### src/rtl/spi_rx_deser.sv
// rtl/spi_rx_deser.sv - SPI mode-0 responder: synchronised pins, byte deserialiser, {dc,byte} FWFT FIFO
// Optional statistics counters are built when SPI_RX_STATS_EN is defined.
module spi_rx_deser #(
    parameter int FIFO_DEPTH  = 16,
    parameter int SYNC_STAGES = 2
) (
    input  logic                          clk,
    input  logic                          reset,
    input  logic                          spi_sk,
    input  logic                          spi_cs_n,
    input  logic                          spi_mosi,
    input  logic                          spi_dc,
    output logic                          out_valid,
    input  logic                          out_ready,
    output logic [7:0]                    out_data,
    output logic                          out_dc,
    output logic [$clog2(FIFO_DEPTH):0]   fifo_level,
    output logic                          overflow,
    output logic                          frame_err,
    input  logic                          err_clr,
    output logic [15:0]                   byte_count,
    output logic [7:0]                    err_count
);

    localparam int AW = $clog2(FIFO_DEPTH);
    localparam int LW = AW + 1;

    typedef enum logic [0:0] {
        IDLE = 1'b0,
        RECV = 1'b1
    } state_t;

    logic [SYNC_STAGES-1:0] sk_sync_q;
    logic [SYNC_STAGES-1:0] cs_sync_q;
    logic [SYNC_STAGES-1:0] mosi_sync_q;
    logic [SYNC_STAGES-1:0] dc_sync_q;
    logic [SYNC_STAGES-1:0] settle_q;
    logic                   sk_d_q;

    always_ff @(posedge clk) begin
        if (reset) begin
            sk_sync_q   <= '0;
            cs_sync_q   <= '1;
            mosi_sync_q <= '0;
            dc_sync_q   <= '0;
            settle_q    <= '0;
            sk_d_q      <= 1'b0;
        end else begin
            sk_sync_q   <= {sk_sync_q[SYNC_STAGES-2:0], spi_sk};
            cs_sync_q   <= {cs_sync_q[SYNC_STAGES-2:0], spi_cs_n};
            mosi_sync_q <= {mosi_sync_q[SYNC_STAGES-2:0], spi_mosi};
            dc_sync_q   <= {dc_sync_q[SYNC_STAGES-2:0], spi_dc};
            settle_q    <= {settle_q[SYNC_STAGES-2:0], 1'b1};
            sk_d_q      <= sk_sync_q[SYNC_STAGES-1];
        end
    end

    logic sk_s, cs_s, mosi_s, dc_s, settled, sk_rise;
    assign sk_s    = sk_sync_q[SYNC_STAGES-1];
    assign cs_s    = cs_sync_q[SYNC_STAGES-1];
    assign mosi_s  = mosi_sync_q[SYNC_STAGES-1];
    assign dc_s    = dc_sync_q[SYNC_STAGES-1];
    assign settled = settle_q[SYNC_STAGES-1];
    assign sk_rise = sk_s & ~sk_d_q;

    state_t     state_q, state_d;
    logic [2:0] bitcnt_q, bitcnt_d;
    logic [6:0] shift_q, shift_d;
    logic [8:0] word_q, word_d;
    logic       push_q, push_d;
    logic       armed_q, armed_d;
    logic       frame_err_q, frame_err_d;

    always_ff @(posedge clk) begin
        if (reset) begin
            state_q     <= IDLE;
            bitcnt_q    <= '0;
            shift_q     <= '0;
            word_q      <= '0;
            push_q      <= 1'b0;
            armed_q     <= 1'b0;
            frame_err_q <= 1'b0;
        end else begin
            state_q     <= state_d;
            bitcnt_q    <= bitcnt_d;
            shift_q     <= shift_d;
            word_q      <= word_d;
            push_q      <= push_d;
            armed_q     <= armed_d;
            frame_err_q <= frame_err_d;
        end
    end

    // armed_q only rises once the synchronisers hold real pin values and CS is
    // seen high, so a CS already low at reset release never starts a frame.
    always_comb begin
        state_d     = state_q;
        bitcnt_d    = bitcnt_q;
        shift_d     = shift_q;
        word_d      = word_q;
        push_d      = 1'b0;
        armed_d     = armed_q;
        frame_err_d = 1'b0;
        case (state_q)
            IDLE: begin
                bitcnt_d = '0;
                if (settled && cs_s) begin
                    armed_d = 1'b1;
                end
                if (armed_q && !cs_s) begin
                    armed_d = 1'b0;
                    state_d = RECV;
                end
            end
            RECV: begin
                if (cs_s) begin
                    frame_err_d = (bitcnt_q != 3'd0);
                    bitcnt_d    = '0;
                    state_d     = IDLE;
                end else if (sk_rise) begin
                    shift_d = {shift_q[5:0], mosi_s};
                    if (bitcnt_q == 3'd7) begin
                        word_d   = {dc_s, shift_q, mosi_s};
                        push_d   = 1'b1;
                        bitcnt_d = '0;
                    end else begin
                        bitcnt_d = bitcnt_q + 3'd1;
                    end
                end
            end
            default: state_d = IDLE;
        endcase
    end

    logic [8:0]    mem_q [FIFO_DEPTH];
    logic [AW-1:0] wr_ptr_q, rd_ptr_q;
    logic [LW-1:0] level_q;
    logic          overflow_q;
    logic          full, do_push, do_pop, drop;
    logic [8:0]    head;

    assign full    = (level_q == LW'(FIFO_DEPTH));
    assign do_pop  = (level_q != '0) && out_ready;
    assign do_push = push_q && (!full || do_pop);
    assign drop    = push_q && full && !do_pop;

    always_ff @(posedge clk) begin
        if (reset) begin
            wr_ptr_q   <= '0;
            rd_ptr_q   <= '0;
            level_q    <= '0;
            overflow_q <= 1'b0;
        end else begin
            if (do_push) wr_ptr_q <= wr_ptr_q + AW'(1);
            if (do_pop)  rd_ptr_q <= rd_ptr_q + AW'(1);
            case ({do_push, do_pop})
                2'b10:   level_q <= level_q + LW'(1);
                2'b01:   level_q <= level_q - LW'(1);
                default: level_q <= level_q;
            endcase
            if (drop) begin
                overflow_q <= 1'b1;
            end else if (err_clr) begin
                overflow_q <= 1'b0;
            end
        end
    end

    always_ff @(posedge clk) begin
        if (do_push) begin
            mem_q[wr_ptr_q] <= word_q;
        end
    end

    assign head       = mem_q[rd_ptr_q];
    assign out_valid  = (level_q != '0);
    assign out_data   = out_valid ? head[7:0] : 8'h00;
    assign out_dc     = out_valid ? head[8] : 1'b0;
    assign fifo_level = level_q;
    assign overflow   = overflow_q;
    assign frame_err  = frame_err_q;

`ifdef SPI_RX_STATS_EN
    logic [15:0] byte_count_q;
    logic [7:0]  err_count_q;

    always_ff @(posedge clk) begin
        if (reset) begin
            byte_count_q <= '0;
            err_count_q  <= '0;
        end else begin
            if (do_push) byte_count_q <= byte_count_q + 16'd1;
            if ((frame_err_q || drop) && err_count_q != 8'hFF) begin
                err_count_q <= err_count_q + 8'd1;
            end
        end
    end

    assign byte_count = byte_count_q;
    assign err_count  = err_count_q;
`else
    assign byte_count = '0;
    assign err_count  = '0;
`endif

endmodule

### config.mk
export PLATFORM = sky130hd
export DESIGN_NAME = spi_rx_deser
export DESIGN_NICKNAME = d
export VERILOG_FILES = /design/src/rtl/spi_rx_deser.sv
export SDC_FILE = /design/constraint.sdc
export NUM_CORES = 1
export LEC_CHECK = 0
export CORE_MARGIN = 3
export CORE_UTILIZATION = 63
export CTS_CLUSTER_DIAMETER = 60
export DETAILED_ROUTE_END_ITERATION = 7
export PLACE_DENSITY_LB_ADDON = 0.08
export SETUP_SLACK_MARGIN = 0.4
export SYNTH_ARGS = -nofsm -noshare
export SYNTH_HDL_FRONTEND = slang
export SYNTH_SLANG_ARGS = --single-unit
### constraint.sdc
create_clock -name clk -period 8.1 [get_ports clk]
set_input_delay 1.215 -clock clk [delete_from_list [all_inputs] [get_ports clk]]
set_output_delay 1.215 -clock clk [all_outputs]
set_load 0.005 [all_outputs]
* Yosys cells after proc, flatten, opt, wreduce, memory -nomap -nowiden
Memories as Yosys holds them, arrays and structs flattened. A register that Yosys moved wholly into a read port is not among the register bits.
Cells that the tools add are included.
** Word-level totals
- Flip-flop bits (word level) :: 48
- Bits in writable memories :: 144
- Input port bits :: 8
- Memories kept :: 1
** Memory list
- mem_q :: depth 16, width 9, rd ports 1, clocked after memory_dff 1, wr ports 1, RTL line 135 : logic [8:0] mem_q [FIFO_DEPTH];
** Cells by class
- Add/sub/neg operators :: 5
- Equality and inequality tests :: 5
- Muxes and demuxes :: 20
- Bitwise logic cells :: 5
- Reduce and logical (&&, ||, !) cells :: 20
** Operators by type and width (count)
- 1-bit 2-to-1 mux :: 11
- 5-bit case mux with 2 select lines :: 1
- 3-bit 2-to-1 mux :: 3
- 4-bit by 1-bit adder with 4-bit output, second input constant :: 2
- 4-bit 2-to-1 mux :: 2
- 8-bit 2-to-1 mux :: 1
- 1-bit logical AND :: 6
- 3-bit case mux with 2 select lines :: 1
- 2-bit nonzero test :: 3
- 5-bit by 1-bit adder with 5-bit output, second input constant :: 1
- 5-bit == test, second input constant :: 1
- 5-bit nonzero test :: 1
- 5-bit by 1-bit subtractor with 5-bit output, second input constant :: 1
- 1-bit NOT :: 4
- 4-bit AND reduction :: 1
- 4-bit OR reduction :: 1
- 3-bit by 1-bit adder with 3-bit output, second input constant :: 1
- 3-bit == test, second input constant :: 1
- 1-bit zero test :: 3
- 3-bit inequality test, second input constant :: 1
- 3-bit AND reduction :: 1
- 3-bit nonzero test :: 1
- 3-bit OR reduction :: 1
- 2-bit by 1-bit == test with 1-bit output, second input constant :: 1
- 5 further kinds :: 5

* Longest topological paths before layout
Gate-level depths: netlist (run 1).
- Depth after elaboration :: 6
- Mapped depth :: 11

* Worst setup path after synthesis (run 1)
No wires, ideal clock.
- Kind :: register -> output
- Start :: register level_q[1], in the netlist fifo_level[1]
- End :: output out_data[6]
- Data arrival time :: 1659 ps
- Required time :: 6885 ps
- Slack :: 5226 ps
- Stages on the path, launching flop included :: 8
- Cells stage by stage :: dfxtp_1 > buf_6 > or4_4 > buf_6 > nand2b_1 > nand2b_1 > clkbuf_1 > o22ai_1
** On the way
- Cells in the longest elaborated chain, start to end :: 2
** Ends and longest elaborated chain
- from (decl) :: RTL line 137 : logic [LW-1:0] level_q;
- from (signal assigned) :: RTL line 157 : 2'b10: level_q <= level_q + LW'(1);
- from (signal assigned) :: RTL line 158 : 2'b01: level_q <= level_q - LW'(1);
- from (signal assigned) :: RTL line 159 : default: level_q <= level_q;
- 5-bit nonzero test :: RTL line 176 : assign out_valid = (level_q != '0);
- via out_valid :: RTL line 13 : output logic out_valid,
- 8-bit 2-to-1 mux :: RTL line 177 : assign out_data = out_valid ? head[7:0] : 8'h00;
- to (decl) :: RTL line 15 : output logic [7:0] out_data,
The timed path passes the listed nets, and every way through them passes these cells.

==> impl_results.md, run 1 <==
- Status: finished, final reports clean
- Vias per cell: 5.93
- Die area: 13700 um2
- Critical Path Max Stage Delay: 0.59 ns
- Die width: 117 um
- Largest net degree at the start of global routing: 51
- DRC viols: 0
- Clock Skew: 0.00484 ns
- Fraction of registers with async set/reset: 0
- Final Max Slew Viols: 0
- Layout cells sized above 1: 0.160
- Mapped Area: 7770 um2
- Maxcap violations: 0
- Area Overhead vs Synth: 11.4%
- Io pins: 49
- Vias in the first global route: 4065
- Die height: 117 um
- CTS tree: done
- Combinational power share: 0.209
- Worst min path class: register to register
- Final HPWL DP: 8390 um
- Top cells by area, synth: edfxtp_1 (56%), dfxtp_1 (13%), mux4_2 (10%)
- Clk pwr share: 0.337
- Initial DRC Count: 344
- Wire per inst: 20.2 um
- DR vias: 4000
- Worst VDD drop: 0.204 mV
- CTS buffer count: 17
- Worst r2r path cells: 8
- First-pass GRT wire length: 21800 um
- Stages on worst setup path: 5
- Worst Path Buf+Inv: 2
- Slowest cell on crit path: mux4_2
- Net Sw Frac: 0.246
- Yosys warning count: 0
- Slew HR: 0.291
- Initial antenna violation count: 0
- GRT overflow: 0
- Unrepaired setup endpoints after global routing: false
- Antenna cells: 0
- Worst slack, placed: 4.39 ns
- PD cells: 284 nW/um2
- EDFF count, synth: 144
- Post-route insts no fill: 674
- Yosys reg bits: 196
- Hold Fails Final Rpt: 0
- Tot GR Track Use: 0.221
- TNS Setup: 0 ns
- Hold Buf Count CTS: 0
- Worst-skew pair later-pin latency: 0.42 ns
- Tmin final: 4.06 ns
- CP required: 6.88 ns
- WHS Path Cells: 1
- Final Core Density: 0.739
- Clock transition at path regs: 0.06 ns
- Worst path cell trace: buf_4, mux4_2, mux2i_1, o22ai_1, clkdlybuf4s50_1
- Crit. End Element: output port
- Routed Antenna Nets: 0
- Sequential Power Share: 0.454
- Post-CTS Resized: 0
- CTS H-Tree Depth: 4
- Clock Tree Buf Depth: 2
- Placer Congestion: 0.753
- Netlist cell types: 42
- Sequential fraction of the synthesis area: 0.691
- Buffers on Ports: 24
- Internal power: 1850 uW
- Clock root buffer: clkbuf_16
- Setup bufs post-CTS: 0
- Mapped Cells: 492
- Crit path max-delay family: buffers and inverters
- Hold slack: 0.418 ns
- Max Freq: 247 MHz
- Pleak: 0.00286 uW
- Setup violations, final: 0
- Setup WS post-layout: 4.04 ns
- Synth area leader: edfxtp_1
- CP arrival: 2.84 ns
- Synth top cells by count: edfxtp_1 (144), dfxtp_1 (52), mux4_2 (36), nor2_1 (33), nand2_1 (30)
- Period utilization: 0.501
- Crit-path max FO: 33
- Core area: 11700 um2
- Clock sinks: 196
- Crit start category: register
- Kind of critical path: register to output port
- Top-count cell post-synth: edfxtp_1
- Worst Tran Pin Value: 1.06 ns
- Nets: 536
- Initial Util: 0.663
- Net switching power of the design: 606 uW
- Drt first pass iters: 5
- Syn Area/Cell: 15.8 um2
- Routed WL: 13600 um
- Ys flop type: edfxtp_1
- Yosys top cell area share: 0.557
- Placed insts: 642
- Site Rows: 39
cells by family (layout without fill, tap and decap cells):
| kind of cell | Yosys count | in the layout | share of synthesized area |
|---|---|---|---|
| AOI/OAI and AO/OA | 50 | 50 | 0.0398 |
| buffers and inverters | 56 | 72 | 0.0422 |
| xor gates and xnor gates | 6 | 6 | 0.00676 |
| muxes | 58 | 58 | 0.133 |
| and+or+nand+nor | 115 | 115 | 0.0710 |
| adders and majority gates | 10 | 10 | 0.0161 |
| other | 1 | 24 | 0.000483 |
| DFF | 196 | 196 | 0.691 |
stage by stage:
step | power, uW | cell area (um2)
after floorplan | 1510 | 7860
after global placement | 1640 | 8050
after detailed placement | 1650 | 8050
after CTS | 2480 | 8650
after global routing | 2570 | 8650
final | 2460 | 8650
flip-flops by register name, indices dropped and copies added (netlist names), 2 cells and up, named ones only:
signal and count:
mosi_sync_q 2, settle_q 2, rd_ptr_q 4, shift_q 7, word_q 9, bitcnt_q 3, sk_sync_q 2, dc_sync_q 2
wr_ptr_q 4, mem_q 144, fifo_level 5, cs_sync_q 2
power groups by stage:
stage	Clock [uW]	Combinational (uW)	Sequential, uW
3_5_place_dp	0	515	1140
6_report	831	514	1120
4_1_cts	842	519	1120
5_1_grt	888	562	1120
3_3_place_gp	0	506	1140
2_1_floorplan	0	382	1130
final timing paths:
kind / slack [ns] / start / endpoint
min: 0.42 / cs_sync_q[0] / cs_sync_q[1]
min reg2reg: 0.42 / cs_sync_q[0] / cs_sync_q[1]
max: 4.04 / register / out_data[2]
max reg2reg: 5.42 / fifo_level[3] / fifo_level[4]
final cells by class:
class | count | area [um2]
clock buffer | 23 | 520
timing repair buffer | 33 | 308
clock inverter | 9 | 86.3
inverter | 7 | 26.3
sequential | 196 | 5370
fill | 743 | 3060
tap | 143 | 179
multi-input combinational | 263 | 2170
worst reg2reg max path: cells and delay by family, from the launching register on:
family          cells  cell delay [ns]
simple gates        2             0.94
xor+xnor            1             0.19
compound gates      3             0.56
fa+ha+maj           1             0.24
flops               1             0.36
mux                 1             0.28
routing by layer:
metal | share of wire | vias to the layer above | GRT usage
met5 | 0 | - | 0
met4 | 0.014 | 0 | 0.0726
met3 | 0.064 | 15 | 0.0591
met2 | 0.51 | 127 | 0.352
met1 | 0.41 | 1996 | 0.304
li1 | - | 1862 | -
cell usage in the layout (no fill, tap or decap), types with 2 or more instances in the layout:
master and n:
o21ai_0 2, xor2_1 5, mux4_2 36, or2_2 3
nor2_1 33, buf_4 9, mux2_2 2, nand3_1 10
inv_1 7, clkbuf_8 3, o22ai_1 9, nor3_1 12
conb_1 24, a22oi_1 4, o211ai_1 3, clkinv_2 2
nand2_1 30, dfxtp_1 51, a21oi_1 22, or3_1 2
ha_1 10, clkdlybuf4s50_1 24, clkinv_4 2, mux2i_1 20
clkbuf_16 19, edfxtp_1 144, nor2b_1 13, o21a_1 4
inv_4 2, nand2b_1 5
No activity file was read; power rests on OpenSTA's default activity.
==> run 2: changes to the inputs <==
Settings changed: CORE_UTILIZATION 63 to 59.
Clock period 8.1 ns to 3.85 ns, I/O delays scaled along.
==> run 2 against run 1 <==
First-iteration DRC count rose by 2.6%. Sequential share of layout area fell by 1.3 points. Setup slack got worse by 3.5 ns. Routed wire length grew 4.2%. Final area increased by 2.1%. Core utilization down 4.4 points. Combinational power is 120% higher. Via count increased by 1.0%. Critical path depth did not move. Critical path type unchanged. Largest power group unchanged.
==> impl_results.md, run 2 (synthesized netlist as in run 1, its figures left out) <==
- Status: finished, final reports clean
- Site Rows: 41
- Max Freq: 306 MHz
- Hold Buf Count CTS: 0
- Area Overhead vs Synth: 13.8%
- Io pins: 49
- Commonest non-fill, non-tap cell in the layout: edfxtp_1
- Core area: 12700 um2
- Layout fillers: 909
- Kind of critical path: register to output port
- Clock root buffer: clkbuf_16
- TNS Setup: 0 ns
- Top reg by flops: mem_q
- Slowest cell on crit path: or4_4
- CTS H-Tree Depth: 4
- Total area of sequential cells: 5370 um2
- First-pass GRT wire length: 22300 um
- Crit. End Element: output port
- Critical Path Max Stage Delay: 0.62 ns
- Vias per cell: 5.66
- Initial Util: 0.611
- Layout cells sized above 1: 0.177
- Buffers on Ports: 24
- CP arrival: 2.69 ns
- Die height: 121 um
- Final non-filler cell area: 8840 um2
- Post-CTS Resized: 0
- Initial antenna violation count: 0
- CP required: 3.27 ns
- GRT overflow: 0
- Clock transition at path regs: 0.06 ns
- Period utilization: 0.848
- Clock Tree Buf Depth: 2
- Placer Congestion: 0.779
- Final HPWL DP: 8980 um
- Worst VDD drop: 0.371 mV
- Largest net degree at the start of global routing: 51
- R2R setup slack: 1.18 ns
- Tot GR Track Use: 0.210
- Hold Fails Final Rpt: 0
- Unrepaired setup endpoints after global routing: false
- Clock Skew: 0.0123 ns
- Crit start category: register
- Antenna cells: 0
- Initial DRC Count: 353
- PD cells: 606 nW/um2
- Largest registers: mem_q (144), word_q (9), shift_q (7)
- Worst min path class: register to register
- Slew HR: 0.368
- Vias in the first global route: 4089
- DR vias: 4040
- Nets: 547
- CTS buffer count: 17
- Worst-skew pair later-pin latency: 0.43 ns
- Clock sinks: 196
- Crit-path max FO: 9
- Die area: 14600 um2
- Setup violations, final: 0
- Setup bufs post-CTS: 0
- Final Core Density: 0.695
- Worst path cell trace: or4_4, nand2b_1, nand2_1, o22ai_1, clkdlybuf4s50_1
- Routed Antenna Nets: 0
- Routed WL: 14200 um
- DRC viols: 0
- Max reg flops: 144
- Tmin final: 3.27 ns
- Maxcap violations: 0
- Hold slack: 0.414 ns
- Die width: 121 um
- Wire per inst: 19.9 um
- Overall power: 5360 uW
- DP Area: 8170 um2
- Most frequent cells in the layout: edfxtp_1 (144), dfxtp_1 (51), mux4_2 (36)
- Final Max Slew Viols: 0
- Pleak: 0.00295 uW
- Multi-input logic area: 2170 um2
- Worst Tran Pin Value: 0.945 ns
- CTS tree: done
- Drt first pass iters: 4
-- run 2: cell types whose count changed in the layout (fill, tap and decap cells not counted), sizes merged --
cell           delta
buf              +12
clkbuf            +5
clkdlybuf4s50     -1
clkinv            -1
clkinvlp          -1
inv               -3
-- run 2: area by class of cell --
class,count,area share
clock inverters,4,0.00538
well taps,172,0.0243
flip-flops and latches,196,0.607
inverters,7,0.00297
repair buffers,44,0.0450
clock buffers,28,0.0698
multi-input cells,263,0.245
-- run 2: metal layers --
| layer | track usage | vias to the layer above | routed length (um) |
|---|---|---|---|
| met5 | 0 | - | 0 |
| met4 | 0.0807 | 0 | 206 |
| met3 | 0.0444 | 13 | 756 |
| met2 | 0.333 | 118 | 7090 |
| met1 | 0.289 | 2027 | 6130 |
| li1 | - | 1882 | - |
-- run 2: path summary, 6_finish.rpt --
path,end,start,cells after the start
worst max-delay path,out_dc,fifo_level[3],5
worst min-delay path,cs_sync_q[1],cs_sync_q[0],1
worst max register to register,fifo_level[4],fifo_level[3],8
worst min register to register,cs_sync_q[1],cs_sync_q[0],1
-- run 2: power by group --
part | total (uW) | switching, uW | internal [uW]
combinational | 1110 | 496 | 614
clock | 1880 | 715 | 1160
sequential | 2370 | 86.8 | 2280
-- run 2: worst max-delay path: cells and delay by family, from the launching register on --
family                 cells  cell delay [ns]
flip-flops                 1             0.36
AO/OA/AOI/OAI              1             0.19
AND/OR/NAND/NOR            3             1.22
buffers and inverters      1             0.49
-- run 2: metrics by stage --
step	setup WS [ns]	instances
4_1_cts	0.521	714
5_1_grt	0.472	714
2_1_floorplan	1.27	515
3_3_place_gp	0.942	682
6_report	0.584	714
3_5_place_dp	0.855	682
==> run 3: changes to the inputs <==
Clock period 3.85 ns to 3.4 ns, I/O delays scaled along.
==> run 3 against run 2 <==
Global-route usage grew 0.096 points. Non-clock buffer count grew 4. Critical endpoint is now out_data[7]. Setup slack lost 0.087 ns. Largest power group unchanged. Core utilization grew 1.0 points. Highest routed layer unchanged. Sequential cell count is the same. Routed wire length grew 1.1%. Clock power grew 9%. Worst hold slack gained 0.015 ns. Final cell count grew 0.56%.
==> impl_results.md, run 3 (synthesized netlist as in run 1, its figures left out) <==
- Status: finished, final reports clean
- Core area: 12700 um2
- CTS buffer count: 17
- Worst min path class: register to register
- Critical Path Max Stage Delay: 0.52 ns
- CP arrival: 2.39 ns
- CTS H-Tree Depth: 4
- DR vias: 4026
- Die area: 14600 um2
- Clock sinks: 196
- Met1 Use GR: 0.288
- Worst Tran Pin Value: 0.836 ns
- Vias in the first global route: 3962
- Hold Fails Final Rpt: 0
- Io pins: 49
- Largest net degree at the start of global routing: 51
- Unrepaired setup endpoints after global routing: false
- Crit-path max FO: 9
- CP required: 2.89 ns
- Commonest non-fill, non-tap cell in the layout: edfxtp_1
- Layout cells sized above 1: 0.198
- Placed insts: 682
- Wire per inst: 20.0 um
- Placer Congestion: 0.778
- DRC viols: 0
- Worst-skew pair later-pin latency: 0.44 ns
- Gr busiest metal: met2
- Tot GR Track Use: 0.211
- Buffers on Ports: 24
- Final HPWL DP: 8650 um
- Max Freq: 344 MHz
- Kind of critical path: register to output port
- Initial DRC Count: 320
- Maxcap violations: 0
- Pleak: 0.00305 uW
- Area Overhead vs Synth: 15.5%
- Max reg flops: 144
- Site Rows: 41
- PD cells: 687 nW/um2
- TNS Setup: 0 ns
- Antenna cells: 0
- Worst path cell trace: buf_12, clkbuf_16, mux4_2, mux2i_1, o22ai_1, clkdlybuf4s50_1
- Hold slack: 0.429 ns
- Most frequent cells in the layout: edfxtp_1 (144), dfxtp_1 (51), mux4_2 (36)
- Tmin final: 2.90 ns
- Setup violations, final: 0
- Final Max Slew Viols: 0
- Period utilization: 0.854
- First-pass GRT wire length: 22300 um
- Clock root buffer: clkbuf_16
- Grt met2 use: 0.333
- Slew HR: 0.443
- Overall power: 6170 uW
- Largest registers: mem_q (144), word_q (9), shift_q (7)
- CTS tree: done
- Post-route insts no fill: 718
- Top reg by flops: mem_q
- Nets: 551
- Initial Util: 0.611
- Drt first pass iters: 4
- Initial antenna violation count: 0
- Routed Antenna Nets: 0
- M3 GR Usage: 0.0519
- Vias per cell: 5.61
- Crit. End Element: output port
- Crit start category: register
- Clock Tree Buf Depth: 2
- GRT overflow: 0
- Hold Buf Count CTS: 0
- Die height: 121 um
- Slowest cell on crit path: mux4_2
- Clock transition at path regs: 0.07 ns
- Routed WL: 14300 um
- Die width: 121 um
- Clock Skew: 0.0168 ns
- Worst VDD drop: 0.525 mV
==> run 3: cell types whose count changed in the layout (fill, tap and decap cells not counted), sizes merged <==
cell | before | now
clkinvlp | 0 | 4
clkbuf | 28 | 19
clkinv | 3 | 5
buf | 21 | 24
dlymetal6s2s | 0 | 5
inv | 7 | 8
bufinv | 1 | 4
clkdlybuf4s50 | 23 | 18
==> run 3: per-layer routing <==
metal  part of all wire  vias to the layer above
met1               0.42                     1988
li1                   -                     1895
met4              0.012                        0
met2               0.51                      134
met5                  0                        -
met3              0.068                        9
==> run 3: path summary, 6_finish.rpt <==
check / from / to / slack, ns / cells after the start
max reg2reg: fifo_level[1] / fifo_level[4] / 0.76 / 8
max: register / out_data[7] / 0.50 / 6
min: cs_sync_q[0] / cs_sync_q[1] / 0.43 / 1
min reg2reg: cs_sync_q[0] / cs_sync_q[1] / 0.43 / 1
==> run 3: power breakdown <==
group	switching [uW]	internal, uW
Combinational	628	814
Sequential	83.8	2590
Clock	828	1220
==> run 3: worst max-delay path, delay by kind of cell (launching register included) <==
kind | cells | cell delay [ns]
AO/OA/AOI/OAI | 1 | 0.11
buffers and inverters | 3 | 0.75
multiplexers | 2 | 0.68
flip-flops | 1 | 0.42
==> run 3: repair_timing <==
action,CTS,global route
pin swaps,0,1
resized for setup,15,8
setup endpoints to repair,9,9
setup buffers,1,0
gates cloned,2,1
==> run 3: through the flow <==
| step | setup WS [ns] | instance area (um2) | utilization |
|---|---|---|---|
| final | 0.496 | 8970 | 0.705 |
| after global placement | 0.547 | 8170 | 0.643 |
| after CTS | 0.372 | 8920 | 0.701 |
| after floorplan | 0.816 | 7860 | - |
| after global routing | 0.388 | 8970 | 0.705 |
| after detailed placement | 0.461 | 8170 | 0.643 |
==> run 3: area by class of cell <==
| type | count | area [um2] |
|---|---|---|
| inverters | 7 | 26.3 |
| fillers | 875 | 3750 |
| multi-input cells | 263 | 2230 |
| clock inverters | 14 | 185 |
| well taps | 172 | 215 |
| clock buffers | 18 | 429 |
| flip-flops and latches | 196 | 5370 |
| repair buffers | 48 | 514 |
